File: config.mk
export PLATFORM = sky130hd
export DESIGN_NAME = pci_bus_arbiter
export DESIGN_NICKNAME = d
export VERILOG_FILES = /design/src/rtl/pci_bus_arbiter.sv
export SDC_FILE = /design/constraint.sdc
export NUM_CORES = 1
export LEC_CHECK = 0
export BUFFER_PORTS_ARGS = -buffer_cell sky130_fd_sc_hd__clkbuf_2
export CAP_MARGIN = 20
export CELL_PAD_IN_SITES_DETAIL_PLACEMENT = 0
export CELL_PAD_IN_SITES_GLOBAL_PLACEMENT = 1
export CORE_MARGIN = 8
export CORE_UTILIZATION = 25
export DETAILED_ROUTE_END_ITERATION = 8
export GPL_ROUTABILITY_DRIVEN = 0
export PLACE_DENSITY = 0.48
export SYNTH_ARGS = -nofsm -noshare
export SYNTH_HDL_FRONTEND = slang
export SYNTH_SLANG_ARGS = --single-unit
export TNS_END_PERCENT = 10
File: constraint.sdc
create_clock -name CLK -period 4.88 [get_ports CLK]
set_input_delay 0.244 -clock CLK [delete_from_list [all_inputs] [get_ports CLK]]
set_output_delay 0.244 -clock CLK [all_outputs]
set_load 0.01 [all_outputs]
File: src/rtl/pci_bus_arbiter.sv
// Central PCI bus arbiter: round-robin with bus parking, one all-high GNT
// cycle on every hand-over, hidden arbitration during transfers and an
// idle-owner timeout that revokes a grant from a master that never starts.

// One registered active-low GNT line.
module pci_arb_gnt_lane #(
    parameter int IDX = 0
) (
    input  logic       CLK,
    input  logic       RST,
    input  logic       grant_en,
    input  logic [2:0] owner_nxt,
    output logic       gnt
);
    // Pull low only when the arbiter enters/stays in GRANT with this master as owner.
    always_ff @(posedge CLK or posedge RST) begin
        if (RST) gnt <= 1'b1;
        else     gnt <= !(grant_en && owner_nxt == 3'(IDX));
    end
endmodule

module pci_bus_arbiter #(
    parameter int N_MASTERS    = 4,
    parameter int PARK_MASTER  = 0,
    parameter int IDLE_TIMEOUT = 16
) (
    input  logic                 CLK,
    input  logic                 RST,
    input  logic [N_MASTERS-1:0] REQ,
    input  logic                 FRAME,
    input  logic                 IRDY,
    output logic [N_MASTERS-1:0] GNT,
    output logic [2:0]           GNT_OWNER,
    output logic                 GNT_VALID,
    output logic                 TIMEOUT_EVT
);
    typedef enum logic [1:0] {
        ST_INIT   = 2'd0,
        ST_GRANT  = 2'd1,
        ST_SWITCH = 2'd2
    } state_t;

    localparam logic [2:0] PARK     = 3'(PARK_MASTER);
    localparam logic [4:0] TMO_LAST = 5'(IDLE_TIMEOUT - 1);
    localparam logic [3:0] NM       = 4'(N_MASTERS);

    state_t     state, state_nxt;
    logic [2:0] owner, owner_nxt, next_q, next_nxt;
    logic [2:0] other_idx, owner_inc;
    logic [3:0] probe;
    logic [7:0] req_on;
    logic [4:0] idle_cnt, idle_cnt_nxt;
    logic       started, started_nxt, idle_q, idle;
    logic       owner_req, other_found, grant_en;
    logic       tmo_nxt, valid_q, tmo_q;

    assign idle      = FRAME & IRDY;
    assign owner_req = req_on[owner];
    assign owner_inc = (owner == 3'(N_MASTERS - 1)) ? 3'd0 : owner + 3'd1;
    assign grant_en  = (state_nxt == ST_GRANT);

    // Active-high requests padded to 8 so a 3-bit owner index is always in range.
    always_comb begin
        req_on = 8'h00;
        for (int i = 0; i < N_MASTERS; i++) req_on[i] = ~REQ[i];
    end

    // Nearest requester after the owner (owner excluded); walk far-to-near so the closest wins.
    always_comb begin
        other_found = 1'b0;
        other_idx   = 3'd0;
        probe       = 4'd0;
        for (int k = N_MASTERS - 1; k >= 1; k--) begin
            probe = {1'b0, owner} + 4'(k);
            if (probe >= NM) probe = probe - NM;
            if (req_on[probe[2:0]]) begin
                other_found = 1'b1;
                other_idx   = probe[2:0];
            end
        end
    end

    // Next-state, hand-over target, transaction-start flag and idle counter.
    always_comb begin
        state_nxt    = state;
        owner_nxt    = owner;
        next_nxt     = next_q;
        started_nxt  = started;
        idle_cnt_nxt = idle_cnt;
        tmo_nxt      = 1'b0;
        case (state)
            ST_INIT: begin
                state_nxt = ST_GRANT;
                owner_nxt = PARK;
            end
            ST_GRANT: begin
                if (!FRAME || !owner_req)
                    idle_cnt_nxt = 5'd0;
                else if (idle && !started && idle_cnt != 5'd31)
                    idle_cnt_nxt = idle_cnt + 5'd1;
                // A FRAME falling out of an idle bus marks the owner's transaction start.
                if (idle_q && !FRAME) started_nxt = 1'b1;
                // A real switch outranks a timeout in the same cycle.
                if (other_found && (!owner_req || started)) begin
                    state_nxt = ST_SWITCH;
                    next_nxt  = other_idx;
                end else if (owner_req && !started && idle && idle_cnt >= TMO_LAST) begin
                    state_nxt = ST_SWITCH;
                    tmo_nxt   = 1'b1;
                    next_nxt  = other_found ? other_idx : owner_inc;
                end
                if (state_nxt == ST_SWITCH) begin
                    started_nxt  = 1'b0;
                    idle_cnt_nxt = 5'd0;
                end
            end
            ST_SWITCH: begin
                // Hand over even if the target has dropped REQ; it is then parked.
                state_nxt    = ST_GRANT;
                owner_nxt    = next_q;
                started_nxt  = 1'b0;
                idle_cnt_nxt = 5'd0;
            end
            default: state_nxt = ST_INIT;
        endcase
    end

    // State and bookkeeping registers.
    always_ff @(posedge CLK or posedge RST) begin
        if (RST) begin
            state    <= ST_INIT;
            owner    <= PARK;
            next_q   <= PARK;
            started  <= 1'b0;
            idle_q   <= 1'b1;
            idle_cnt <= 5'd0;
            valid_q  <= 1'b0;
            tmo_q    <= 1'b0;
        end else begin
            state    <= state_nxt;
            owner    <= owner_nxt;
            next_q   <= next_nxt;
            started  <= started_nxt;
            idle_q   <= idle;
            idle_cnt <= idle_cnt_nxt;
            valid_q  <= grant_en;
            tmo_q    <= tmo_nxt;
        end
    end

    for (genvar g = 0; g < N_MASTERS; g++) begin : g_lane
        pci_arb_gnt_lane #(.IDX(g)) u_lane (
            .CLK       (CLK),
            .RST       (RST),
            .grant_en  (grant_en),
            .owner_nxt (owner_nxt),
            .gnt       (GNT[g])
        );
    end

    assign GNT_OWNER   = owner;
    assign GNT_VALID   = valid_q;
    assign TIMEOUT_EVT = tmo_q;
endmodule
# Word-level counts from Yosys, hierarchy flattened

Index checks and enable logic that the tools add are counted.

Register bits: 21
Logic and storage cells: 108

$add $sub $neg: 8
Order comparisons: 8
Eq/ne operators: 11
Mux-type cells: 36
Bitwise gates (word level): 5
Reductions and logical operators: 28

Operators by type and width:

| operator                                                    | count |
|---|---|
| 2-to-1 mux 3 bit                                            | 10 |
| less-than comparator 3 x 4 -> 1 bit (second input constant) | 4 |
| 2-to-1 mux 5 bit                                            | 3 |
| binary-select mux 1 bit (select 3 bit)                      | 4 |
| >= comparator 4 x 3 -> 1 bit (second input constant)        | 3 |
| 2-to-1 mux 1 bit                                            | 12 |
| logical AND 1 bit                                           | 11 |
| case mux 5 bit (2 select lines)                             | 1 |
| == test 3 x 2 -> 1 bit (second input constant)              | 3 |
| subtractor 3 bit (second input constant)                    | 3 |
| adder 3 x 2 -> 4 bit (second input constant)                | 2 |
| zero test 1 bit                                             | 7 |
| 2-to-1 mux 2 bit                                            | 3 |
| case mux 3 bit (2 select lines)                             | 1 |
| AND reduction 2 bit                                         | 3 |
| adder 5 x 1 -> 5 bit (second input constant)                | 1 |
| >= comparator 5 x 4 -> 1 bit (second input constant)        | 1 |
| != test 5 bit (second input constant)                       | 1 |
| adder 3 x 1 -> 4 bit (second input constant)                | 1 |
| == test 2 x 1 -> 1 bit (second input constant)              | 2 |
| == test 2 bit (second input constant)                       | 2 |
| != test 4 bit (second input constant)                       | 1 |
| NOT 1 bit                                                   | 4 |
| case mux 2 bit (2 select lines)                             | 1 |
| other kinds (10)                                            | 12 |

# Depth between registers and ports, before layout

Gate-level depths: netlist of the first run.

Depth after elaboration: 15
Depth in mapped cells: 9

# Modules after synthesis

From an unflattened synthesis of the first run, not the netlist that was laid out.

Cell total of the unflattened synthesis: 144
Area, all modules: 1,410.1 um^2

By module, submodules not included:

| module                                   | times used | cells each | area each (um^2) |
|---|---|---|---|
| pci_bus_arbiter                          | 1          | 132        | 1,248.7 |
| pci_arb_gnt_lane at g_lane[1].u_lane ... | 2          | 3          | 41.3 |
| pci_arb_gnt_lane at g_lane[0].u_lane     | 1          | 3          | 40.0 |
| pci_arb_gnt_lane at g_lane[3].u_lane     | 1          | 3          | 38.8 |

# Least setup slack after synthesis of the first run

No wires, ideal clock.

Path type: flip-flop to flip-flop
From: reg owner[0] (netlist: GNT_OWNER[0])
To: reg next_q[1]
Setup time: 0.125 ns
Data arrival time: 2.213 ns
Required time: 4.755 ns
Slack: 2.542 ns
Stages on the path, launching flop included: 9
Period minus slack after synthesis: 2.338 ns
Cells stage by stage: dfrtp_1 ha_1 ha_1 and4_2 nand2b_1 o211ai_1 a211o_1 o311a_2 mux2_4

Cells in the longest elaborated chain, start to end: 11
Elaborated cells on any way between the ends: 40

RTL lines:

| what                                                                      | RTL line | text |
|---|---|---|
| start: declaration                                                        | 48       | `logic [2:0] owner, owner_nxt, next_q, next_nxt;` |
| start signal: assignment                                                  | 141      | `owner <= owner_nxt;` |
| adder 3 x 2 -> 4 bit                                                      | 74       | `probe = {1'b0, owner} + 4'(k);` |
| >= comparator 4 x 3 -> 1 bit / subtractor 3 bit (equally long branches)   | 75       | `if (probe >= NM) probe = probe - NM;` |
| 2-to-1 mux 3 bit                                                          | 75       |  |
| binary-select mux 1 bit (select 3 bit)                                    | 76       | `if (req_on[probe[2:0]]) begin` |
| 2-to-1 mux 1 bit (implied by the code)                                    | 76       |  |
| 2-to-1 mux 3 bit / 2-to-1 mux 1 bit (equally long branches) (3 in series) | 76       |  |
| 2-to-1 mux 3 bit / logical AND 1 bit (equally long branches)              | 110, 104 |  |
| 2-to-1 mux 3 bit / nonzero test 2 bit (equally long branches)             | --       |  |
| 2-to-1 mux 3 bit / AND reduction 2 bit (equally long branches)            | --       |  |
| end signal: assignment                                                    | 142      | `next_q <= next_nxt;` |
| end: declaration                                                          | 48       |  |

Several ways; a longest one is shown, not always the timed one. The select of a mux whose other input is x is not followed.
A chain may end at the register's enable or synchronous reset.

# Worst setup path in the final report of the first run

From: reg owner[0] (netlist: GNT_OWNER[0])
To: reg next_q[2]

Same word-level chain as after synthesis.

==> results of run 1 <==
[synthesized netlist by cell type (2+ instances only)]
| library cell | number | share of area (%) |
|---|---|---|
| nand2b_1 | 3 | 1.2 |
| nand2_1 | 15 | 3.7 |
| o22ai_1 | 5 | 2.1 |
| o31ai_1 | 2 | 0.99 |
| and2_1 | 2 | 0.83 |
| nor2b_1 | 3 | 1.2 |
| and3_1 | 2 | 0.83 |
| o21a_1 | 2 | 0.99 |
| ha_1 | 11 | 9.1 |
| o21ai_0 | 12 | 4.0 |
| nand3_1 | 2 | 0.66 |
| o31a_1 | 2 | 1.2 |
| a211o_1 | 2 | 1.2 |
| mux2i_1 | 4 | 2.6 |
| mux2_4 | 2 | 2.0 |
| dfrtp_1 | 16 | 26 |
| dfstp_2 | 5 | 8.7 |
| buf_4 | 4 | 2.0 |
| nand4_1 | 7 | 2.9 |
| a21oi_1 | 8 | 2.6 |
| inv_1 | 21 | 5.2 |
| nor2_1 | 12 | 3.0 |
[power by group through the flow]
stage	Sequential [mW]	Combinational, mW	Clock, mW
final	0.276	0.527	0.116
after global routing	0.284	0.591	0.125
after global placement	0.277	0.534	0
after floorplan	0.265	0.426	0
after detailed placement	0.280	0.532	0
after CTS	0.277	0.534	0.120
[flip-flops by register name, summed over array words and instances, names as in the netlist]
register	count
TIMEOUT_EVT	1
state	2
started	1
GNT_OWNER	3
GNT_VALID	1
next_q	3
g_lane.u_lane.gnt	4
idle_q	1
idle_cnt	5
[per-layer routing]
metal,track usage [%],routed length (microns),vias to the layer above
met3,1.52,137,4
li1,-,-,622
met4,2.38,35,0
met1,11.4,1770,566
met2,13.7,1640,22
met5,0,0,-
[cells by family after synthesis]
group | Yosys count
adders and majority gates | 11
buffers and inverters | 26
muxes | 8
and+or+nand+nor | 53
AOI/OAI and AO/OA | 47
DFF | 21
[worst min path at each step]
stage          startpoint            to  slack, ns
2_1_floorplan         RST  GNT_OWNER[0]       0.22
3_3_place_gp         IRDY        idle_q       0.42
3_5_place_dp          RST      state[1]       0.43
4_1_cts              IRDY        idle_q       0.15
5_1_grt               RST     GNT_VALID       0.18
6_report              RST   TIMEOUT_EVT       0.11
[per-stage QoR]
step	instances	hold WS [ns]	worst slack (ns)	cell area, sq um	total power, mW
6_report	256	0.112	2.19	1690	0.920
5_1_grt	256	0.181	1.95	1690	1.00
4_1_cts	256	0.150	2.21	1690	0.930
3_5_place_dp	252	0.428	2.22	1650	0.813
3_3_place_gp	252	0.424	2.28	1650	0.811
2_1_floorplan	166	0.217	2.54	1510	0.691
[worst max-delay path, delay by kind of cell (launching register included)]
family	cells	cell delay (ns)
AO/OA/AOI/OAI	4	0.98
adder cells (fa/ha/maj)	1	0.24
AND/OR/NAND/NOR	1	0.20
buffers and inverters	1	0.19
multiplexers	1	0.30
flip-flops	1	0.65
[final cells by class]
class	instances	share of cell area [%]
Tap cell	75	5.55
Clock buffer	3	2.44
Multi-Input combinational cell	119	50.9
Timing Repair Buffer	16	4.73
Sequential cell	21	31.4
Inverter	21	4.66
Clock inverter	1	0.296
==> results.txt, run 1 <==
outcome: completed
vias per std cell: 4.74
crit path time final: 2.69 ns
final hold violation count: 0
mux cell area share after synthesis: 6.29%
Rel. slew slack: 45.3%
kind of critical path: flip-flop to flip-flop
PortBufs: 16
clock latency on the worst-skew pair: 0.26 ns
vias: 1,214
Top FF cell, synth: dfrtp_1
internal power: 0.498 mW
Die ar.: 8800 sq um
RSZ-0062 raised after global routing: no
commonest non-fill, non-tap cells in the layout: inv_1 (21), dfrtp_1 (16), clkbuf_2 (16)
sum of net half-perimeters after detailed placement: 2900 microns
Slew Viols, Final: 0
CTS max path bufs: 2
max-cap violation count: 0
Remaining Overflow, GRT: 0
CP max-delay cell: dfrtp_1
startpoint types: flip-flop
clock skew: 0.00643 ns
TritonCTS Buffers: 3
sw frac: 45.9%
worst-path maximum fanout: 14
P&R area growth vs syn: 11.8%
antenna diode count: 0
routed wire length: 3590 microns
row count: 28
CP required: 5.03 ns
Clock Sinks: 21
Reg clk slew, reported paths: 0.08 ns
Util after Layout: 28.7%
initial antenna violation count: 0
wire per inst: 14.0 microns
DRC: 0
switching power: 0.422 mW
fraction of layout cells with a size suffix above 1: 22.7%
Multi-input gate area: 861 sq um
commonest non-fill, non-tap cell in the layout: inv_1
Compound-Gate Fraction of Synth Area: 23.2%
syn_nets: 185
CP peak stage delay: 0.65 ns
Worst setup endpoint: next_q[2]
drt initial violations: 32
fill count: 669
CP startpoint: GNT_OWNER[0]
Post-synth ARST share: 100%
Yosys cell types: 46
Starting Density: 25.7%
Post-Syn Area: 1510 sq um
TNS Setup: 0 ns
hold buffers post-CTS: 0
post-synthesis adder-cell area fraction: 9.10%
Worst Max-Slew Pin Slew: 0.820 ns
Global Route Usage Sum: 8.51%
Mapped Cells: 166
Syn. warnings: 0
pin count of the biggest net entering global routing: 22
CTS tree: built
post-route ant nets: 0
Layout Nets: 201
drt first pass iters: 4
Clk pwr share: 12.7%
R2R cell count: 8
Setup Viol. Count Final: 0
share of power burned in registers: 30.0%
Post-synth EDFFs: 0
Static Leak: 0.728 nW
sequential area share after synthesis: 35.2%
Die H: 93.8 microns
HP Class: input port to async pin
cell chain of the critical path: inv_1 -> ha_1 -> nor2b_1 -> a21boi_2 -> o211ai_1 -> a211o_1 -> o311a_2 -> mux2_4
Post-CTS Resized: 0
combinational share of power: 57.3%
Power Density: 544 nW/um^2
mean cell area of the mapped netlist: 9.11 sq um
Data arrival, critical path: 2.83 ns
storage element area: 532 sq um
Synth Register Bits: 21
R2R setup slack: 2.19 ns
Synth Area in XOR/XNOR: 0%
IO Count: 17
first-pass GRT wire length: 6060 microns
die width: 93.8 microns
Reg-to-Reg Start: GNT_OWNER[0]
Root Driver: clkbuf_8
H-tree depth: 1
Peak VDD IR: 214 uV
vias in the first global route: 1,175
final period utilization: 55.1%
Core ar.: 5890 sq um
main combinational cell family by area after synthesis: compound AO/OA/AOI/OAI gates
setup bufs post-CTS: 0
Post-Synth Simple-Gate Area: 18.3%
R2R Path End: next_q[2]
CP endpoint kind: flip-flop
Max Clock Freq: 372 MHz
No activity file was read; power rests on OpenSTA's default activity.
==> run 2, diff against run 1 <==
--- a/config.mk
+++ b/config.mk
@@ -13,7 +13,7 @@
 export CORE_UTILIZATION = 25
 export DETAILED_ROUTE_END_ITERATION = 8
 export GPL_ROUTABILITY_DRIVEN = 0
-export PLACE_DENSITY = 0.48
+export PLACE_DENSITY = 0.5
 export SYNTH_ARGS = -nofsm -noshare
 export SYNTH_HDL_FRONTEND = slang
 export SYNTH_SLANG_ARGS = --single-unit
==> constraint.sdc (replaced) <==
create_clock -name CLK -period 2.3 [get_ports CLK]
set_input_delay 0.115 -clock CLK [delete_from_list [all_inputs] [get_ports CLK]]
set_output_delay 0.115 -clock CLK [all_outputs]
set_load 0.01 [all_outputs]
==> run 2 against run 1 <==
Net effect: combinational power grew to 2.9 times the previous value; routed wire length grew 10%; worst setup slack worse by 2.1 ns; clock skew decreased by 0.0047 ns; power rose to 2.5 times the previous value; flip-flop and latch count is the same; sequential share of layout area is 4.8 points lower; critical path type unchanged; largest power group unchanged; highest routed layer unchanged.
==> results.txt, run 2 (synthesis results as in run 1) <==
outcome: completed
Finished Cell Area: 2000 sq um
Data arrival, critical path: 2.37 ns
vias in the first global route: 1,345
Core ar.: 5890 sq um
max reg flops: 5
vias: 1,331
Pwr Total: 2.32 mW
final hold violation count: 0
Die H: 93.8 microns
Die ar.: 8800 sq um
routed wire length: 3950 microns
commonest non-fill, non-tap cell in the layout: buf_4
Power Density: 1160 nW/um^2
startpoint types: flip-flop
post-route ant nets: 0
Reg clk slew, reported paths: 0.08 ns
fill count: 631
Rel. slew slack: 42.4%
worst-path maximum fanout: 3
hold buffers post-CTS: 0
HP Class: input port to async pin
row count: 28
P&R area growth vs syn: 32.3%
commonest non-fill, non-tap cells in the layout: buf_4 (21), inv_1 (19), clkbuf_2 (16)
Layout Nets: 225
dpl ws: -0.00759 ns
storage element area: 533 sq um
Worst Max-Slew Pin Slew: 0.864 ns
CP endpoint kind: flip-flop
clock latency on the worst-skew pair: 0.26 ns
Setup Viol. Count Final: 0
wire per inst: 14.1 microns
Biggest register: idle_cnt
IO Count: 17
final setup margin: 0.0777 ns
drt initial violations: 47
drt first pass iters: 4
PortBufs: 16
Global Route Usage Sum: 9.09%
clock skew: 0.00178 ns
final period utilization: 96.6%
Multi-input gate area: 977 sq um
max-cap violation count: 0
H-tree depth: 1
kind of critical path: flip-flop to flip-flop
CTS max path bufs: 2
Slew Viols, Final: 0
TritonCTS Buffers: 3
R2R cell count: 8
DRC: 0
Peak VDD IR: 481 uV
placed insts: 269
post-route insts no fill: 280
pin count of the biggest net entering global routing: 22
antenna diode count: 0
first-pass GRT wire length: 6570 microns
R2R setup slack: 0.08 ns
Clock Sinks: 21
Max Clock Freq: 450 MHz
fraction of layout cells with a size suffix above 1: 37.1%
crit path time final: 2.22 ns
Starting Density: 25.7%
RSZ-0062 raised after global routing: yes
R2R Path End: next_q[1]
vias per std cell: 4.75
CTS tree: built
sum of net half-perimeters after detailed placement: 3060 microns
DP Area: 1780 sq um
initial antenna violation count: 0
Root Driver: clkbuf_8
Remaining Overflow, GRT: 0
Static Leak: 0.858 nW
die width: 93.8 microns
CP required: 2.45 ns
largest registers: idle_cnt x5, g_lane.u_lane.gnt x4
Reg-to-Reg Start: GNT_OWNER[1]
run 2: changes by cell type in the layout (fill, tap and decap cells not counted), moves of 2 or more:
cell / previous run / this run
buf_4: 0 / 21
buf_6: 0 / 3
ha_1: 11 / 8
ha_4: 0 / 2
inv_1: 21 / 19
inv_2: 0 / 2
mux2i_4: 0 / 2
o21ai_0: 12 / 7
o21ai_1: 0 / 5
run 2: through the flow:
stage | util, % | hold WS [ns] | setup TNS, ns
after global placement | 30.2 | 0.290 | 0
after CTS | 31.5 | 0.00931 | 0
after global routing | 34.0 | 0.0166 | -0.0379
final | 34.0 | 0.00718 | 0
after detailed placement | 30.2 | 0.294 | -0.0105
after floorplan | - | 0.0878 | 0
run 2: worst max-delay path by stage:
stage / start / slack, ns / to
after floorplan: GNT_OWNER[1] / 0.002 / next_q[1]
after global placement: GNT_OWNER[0] / 0.02 / next_q[2]
after detailed placement: GNT_OWNER[0] / -0.008 / g_lane[3].u_lane.gnt
after CTS: GNT_OWNER[0] / 0.01 / idle_cnt[1]
after global routing: GNT_OWNER[1] / -0.02 / idle_cnt[1]
final: GNT_OWNER[1] / 0.08 / next_q[1]
run 2: critical path, cell delays in order (launching register included):
cell and delay, ns:
dfrtp_1 0.43, ha_4 0.19, ha_4 0.25, and4_4 0.21, nand2b_4 0.13, o211ai_1 0.13, a211o_1 0.32, o311a_4 0.15
mux2_4 0.30
run 2: layout make-up:
cell class	instances	share of cell area, %
Inverter	21	3.94
Tap cell	75	4.69
Clock inverter	1	0.250
Multi-Input combinational cell	119	48.8
Clock buffer	3	2.06
Sequential cell	21	26.6
Timing Repair Buffer	40	13.6
run 2: what timing repair did:
action | in CTS | in global routing
setup buffers | 2 | 5
hold endpoints to repair | 0 | 0
endpoints found under the setup margin | 8 | 14
resized for setup | 2 | 25
pin swaps | 4 | 9
run 2: routing by layer:
| layer | wire [microns] | vias to the layer above | share of wire, % | track usage [%] |
|---|---|---|---|---|
| met3 | 151 | 2 | 3.8 | 1.36 |
| met4 | 27 | 0 | 0.68 | 2.77 |
| li1 | - | 669 | - | - |
| met5 | 0 | - | 0 | 0 |
| met2 | 1850 | 21 | 47 | 14.7 |
| met1 | 1920 | 639 | 49 | 12.1 |
run 2: where the power goes:
part | total (mW) | switching [mW] | internal, mW
clock | 0.243 | 0.123 | 0.121
combinational | 1.51 | 0.813 | 0.697
sequential | 0.564 | 0.0863 | 0.478
total | 2.32 | 1.02 | 1.30
==> run 3, diff against run 2 <==
--- a/config.mk
+++ b/config.mk
@@ -9,11 +9,12 @@
 export CAP_MARGIN = 20
 export CELL_PAD_IN_SITES_DETAIL_PLACEMENT = 0
 export CELL_PAD_IN_SITES_GLOBAL_PLACEMENT = 1
+export CORE_ASPECT_RATIO = 0.5
 export CORE_MARGIN = 8
 export CORE_UTILIZATION = 25
 export DETAILED_ROUTE_END_ITERATION = 8
 export GPL_ROUTABILITY_DRIVEN = 0
-export PLACE_DENSITY = 0.5
+export PLACE_DENSITY = 0.48
 export SYNTH_ARGS = -nofsm -noshare
 export SYNTH_HDL_FRONTEND = slang
 export SYNTH_SLANG_ARGS = --single-unit
==> constraint.sdc (replaced) <==
create_clock -name CLK -period 2.68 [get_ports CLK]
set_input_delay 0.134 -clock CLK [delete_from_list [all_inputs] [get_ports CLK]]
set_output_delay 0.134 -clock CLK [all_outputs]
set_load 0.01 [all_outputs]
==> run 3 against run 2 <==
Net effect: sequential share of layout area rose by 3.3 points; sequential power down 15%; clock-buffer cell count did not move; global-route usage fell by 0.39 points; final cell count down 6.4%; critical path depth did not move; register-to-register slack better by 0.10 ns; power decreased by 21%; critical path type unchanged; clock skew is 0.0021 ns higher; worst setup slack better by 0.10 ns; maximum frequency down 11%.
==> results.txt, run 3 (synthesis results as in run 1) <==
post-route ant nets: 0
Peak VDD IR: 285 uV
antenna diode count: 0
IO Count: 17
CP Buf/Inv Count: 0
Die H: 71.0 microns
PortBufs: 16
Slew Viols, Final: 0
Biggest register: idle_cnt
Core ar.: 5960 sq um
initial antenna violation count: 0
vias: 1,221
outcome: completed
share of power burned in registers: 26.3%
max-cap violation count: 0
die width: 126 microns
Data arrival, critical path: 2.64 ns
Layout Nets: 205
H-tree depth: 1
clock latency on the worst-skew pair: 0.25 ns
drt first pass iters: 4
placed insts: 258
startpoint types: flip-flop
cell family with most CP delay: compound AO/OA/AOI/OAI gates
pin count of the biggest net entering global routing: 22
vias per std cell: 4.66
Starting Density: 25.4%
Max Clock Freq: 400 MHz
Remaining Overflow, GRT: 0
CP peak stage delay: 0.45 ns
DRC: 0
Setup Viol. Count Final: 0
crit path time final: 2.50 ns
sw frac: 43.7%
Power Density: 1030 nW/um^2
CP required: 2.82 ns
Static Leak: 0.764 nW
Rel. slew slack: 42.1%
post-route insts no fill: 262
switching power: 0.799 mW
row count: 20
combinational share of power: 56.2%
CTS max path bufs: 2
Root Driver: clkbuf_16
kind of critical path: flip-flop to flip-flop
commonest non-fill, non-tap cell in the layout: inv_1
first-pass GRT wire length: 6200 microns
worst-path maximum fanout: 7
TritonCTS Buffers: 3
largest registers: idle_cnt x5, g_lane.u_lane.gnt x4
internal power: 1.03 mW
clock skew: 0.00387 ns
HP Class: input port to async pin
final period utilization: 93.3%
Global Route Usage Sum: 8.70%
final hold violation count: 0
P&R area growth vs syn: 17.5%
Worst Max-Slew Pin Slew: 0.867 ns
CP endpoint kind: flip-flop
routed wire length: 3730 microns
CTS tree: built
sum of net half-perimeters after detailed placement: 2940 microns
Die ar.: 8950 sq um
Clock Sinks: 21
RSZ-0062 raised after global routing: no
CP max-delay cell: dfrtp_1
fraction of layout cells with a size suffix above 1: 24.3%
fill count: 631
wire per inst: 14.2 microns
crit-path most repeated cell: ha_1
final setup margin: 0.179 ns
cell chain of the critical path: ha_1 -> ha_1 -> and4_2 -> nand2b_1 -> o211ai_1 -> a211o_1 -> o311a_2 -> mux2_4
dpl ws: 0.231 ns
commonest non-fill, non-tap cells in the layout: inv_1 (21), dfrtp_1 (16), clkbuf_2 (16)
max reg flops: 5
TNS Setup: 0 ns
vias in the first global route: 1,215
Reg clk slew, reported paths: 0.06 ns
drt initial violations: 48
Clk pwr share: 17.5%
-- run 3: per-stage QoR --
step | hold slack [ns] | power [mW] | instance area, sq um | util (%)
floorplan | 0.107 | 1.26 | 1510 | -
global placement | 0.323 | 1.51 | 1680 | 28.2
detailed placement | 0.334 | 1.51 | 1680 | 28.2
CTS | 0.0594 | 1.84 | 1760 | 29.5
global route | 0.0839 | 1.99 | 1780 | 29.9
finish | 0.0342 | 1.83 | 1780 | 29.9
-- run 3: power by group through the flow --
stage | Combinational (mW) | Clock [mW] | Sequential, mW
floorplan | 0.776 | 0 | 0.482
detailed placement | 1.02 | 0 | 0.489
global route | 1.15 | 0.345 | 0.495
global placement | 1.03 | 0 | 0.487
finish | 1.03 | 0.320 | 0.482
CTS | 1.02 | 0.337 | 0.483
-- run 3: area by class of cell --
cell class                 instances  area [sq um]  area share, %
clock buffer                       3          75.1           4.22
clock inverter                     1          5.00          0.281
inverter                          21          78.8           4.43
multi-input combinational        119           881           49.5
sequential                        21           532           29.9
tap                               77          96.3           5.42
timing repair buffer              20           110           6.19
-- run 3: routing by layer --
| metal | track usage, % | routed length [microns] | vias to the layer above | part of all wire, % |
|---|---|---|---|---|
| met4 | 2.38 | 34 | 0 | 0.91 |
| li1 | - | - | 632 | - |
| met5 | 0 | 0 | - | 0 |
| met1 | 12.2 | 2010 | 562 | 54 |
| met2 | 12.7 | 1500 | 25 | 40 |
| met3 | 2.40 | 183 | 2 | 4.9 |
-- run 3: repair_timing --
action	CTS	global route
hold buffers	0	0
resized for setup	0	2
buffers inserted	0	0
setup endpoints to repair	0	2
-- run 3: final timing paths --
| kind | cells after the start | slack [ns] | from | endpoint |
|---|---|---|---|---|
| min in group CLK | 3 | 0.07 | IRDY | idle_q |
| max in group asynchronous | 2 | 2.11 | RST | GNT_OWNER[1] |
| hold / removal | 2 | 0.03 | RST | started |
| setup reg to reg | 8 | 0.18 | GNT_OWNER[1] | next_q[1] |
| hold reg to reg | 1 | 0.52 | next_q[2] | next_q[2] |
| setup / recovery | 8 | 0.18 | GNT_OWNER[1] | next_q[1] |
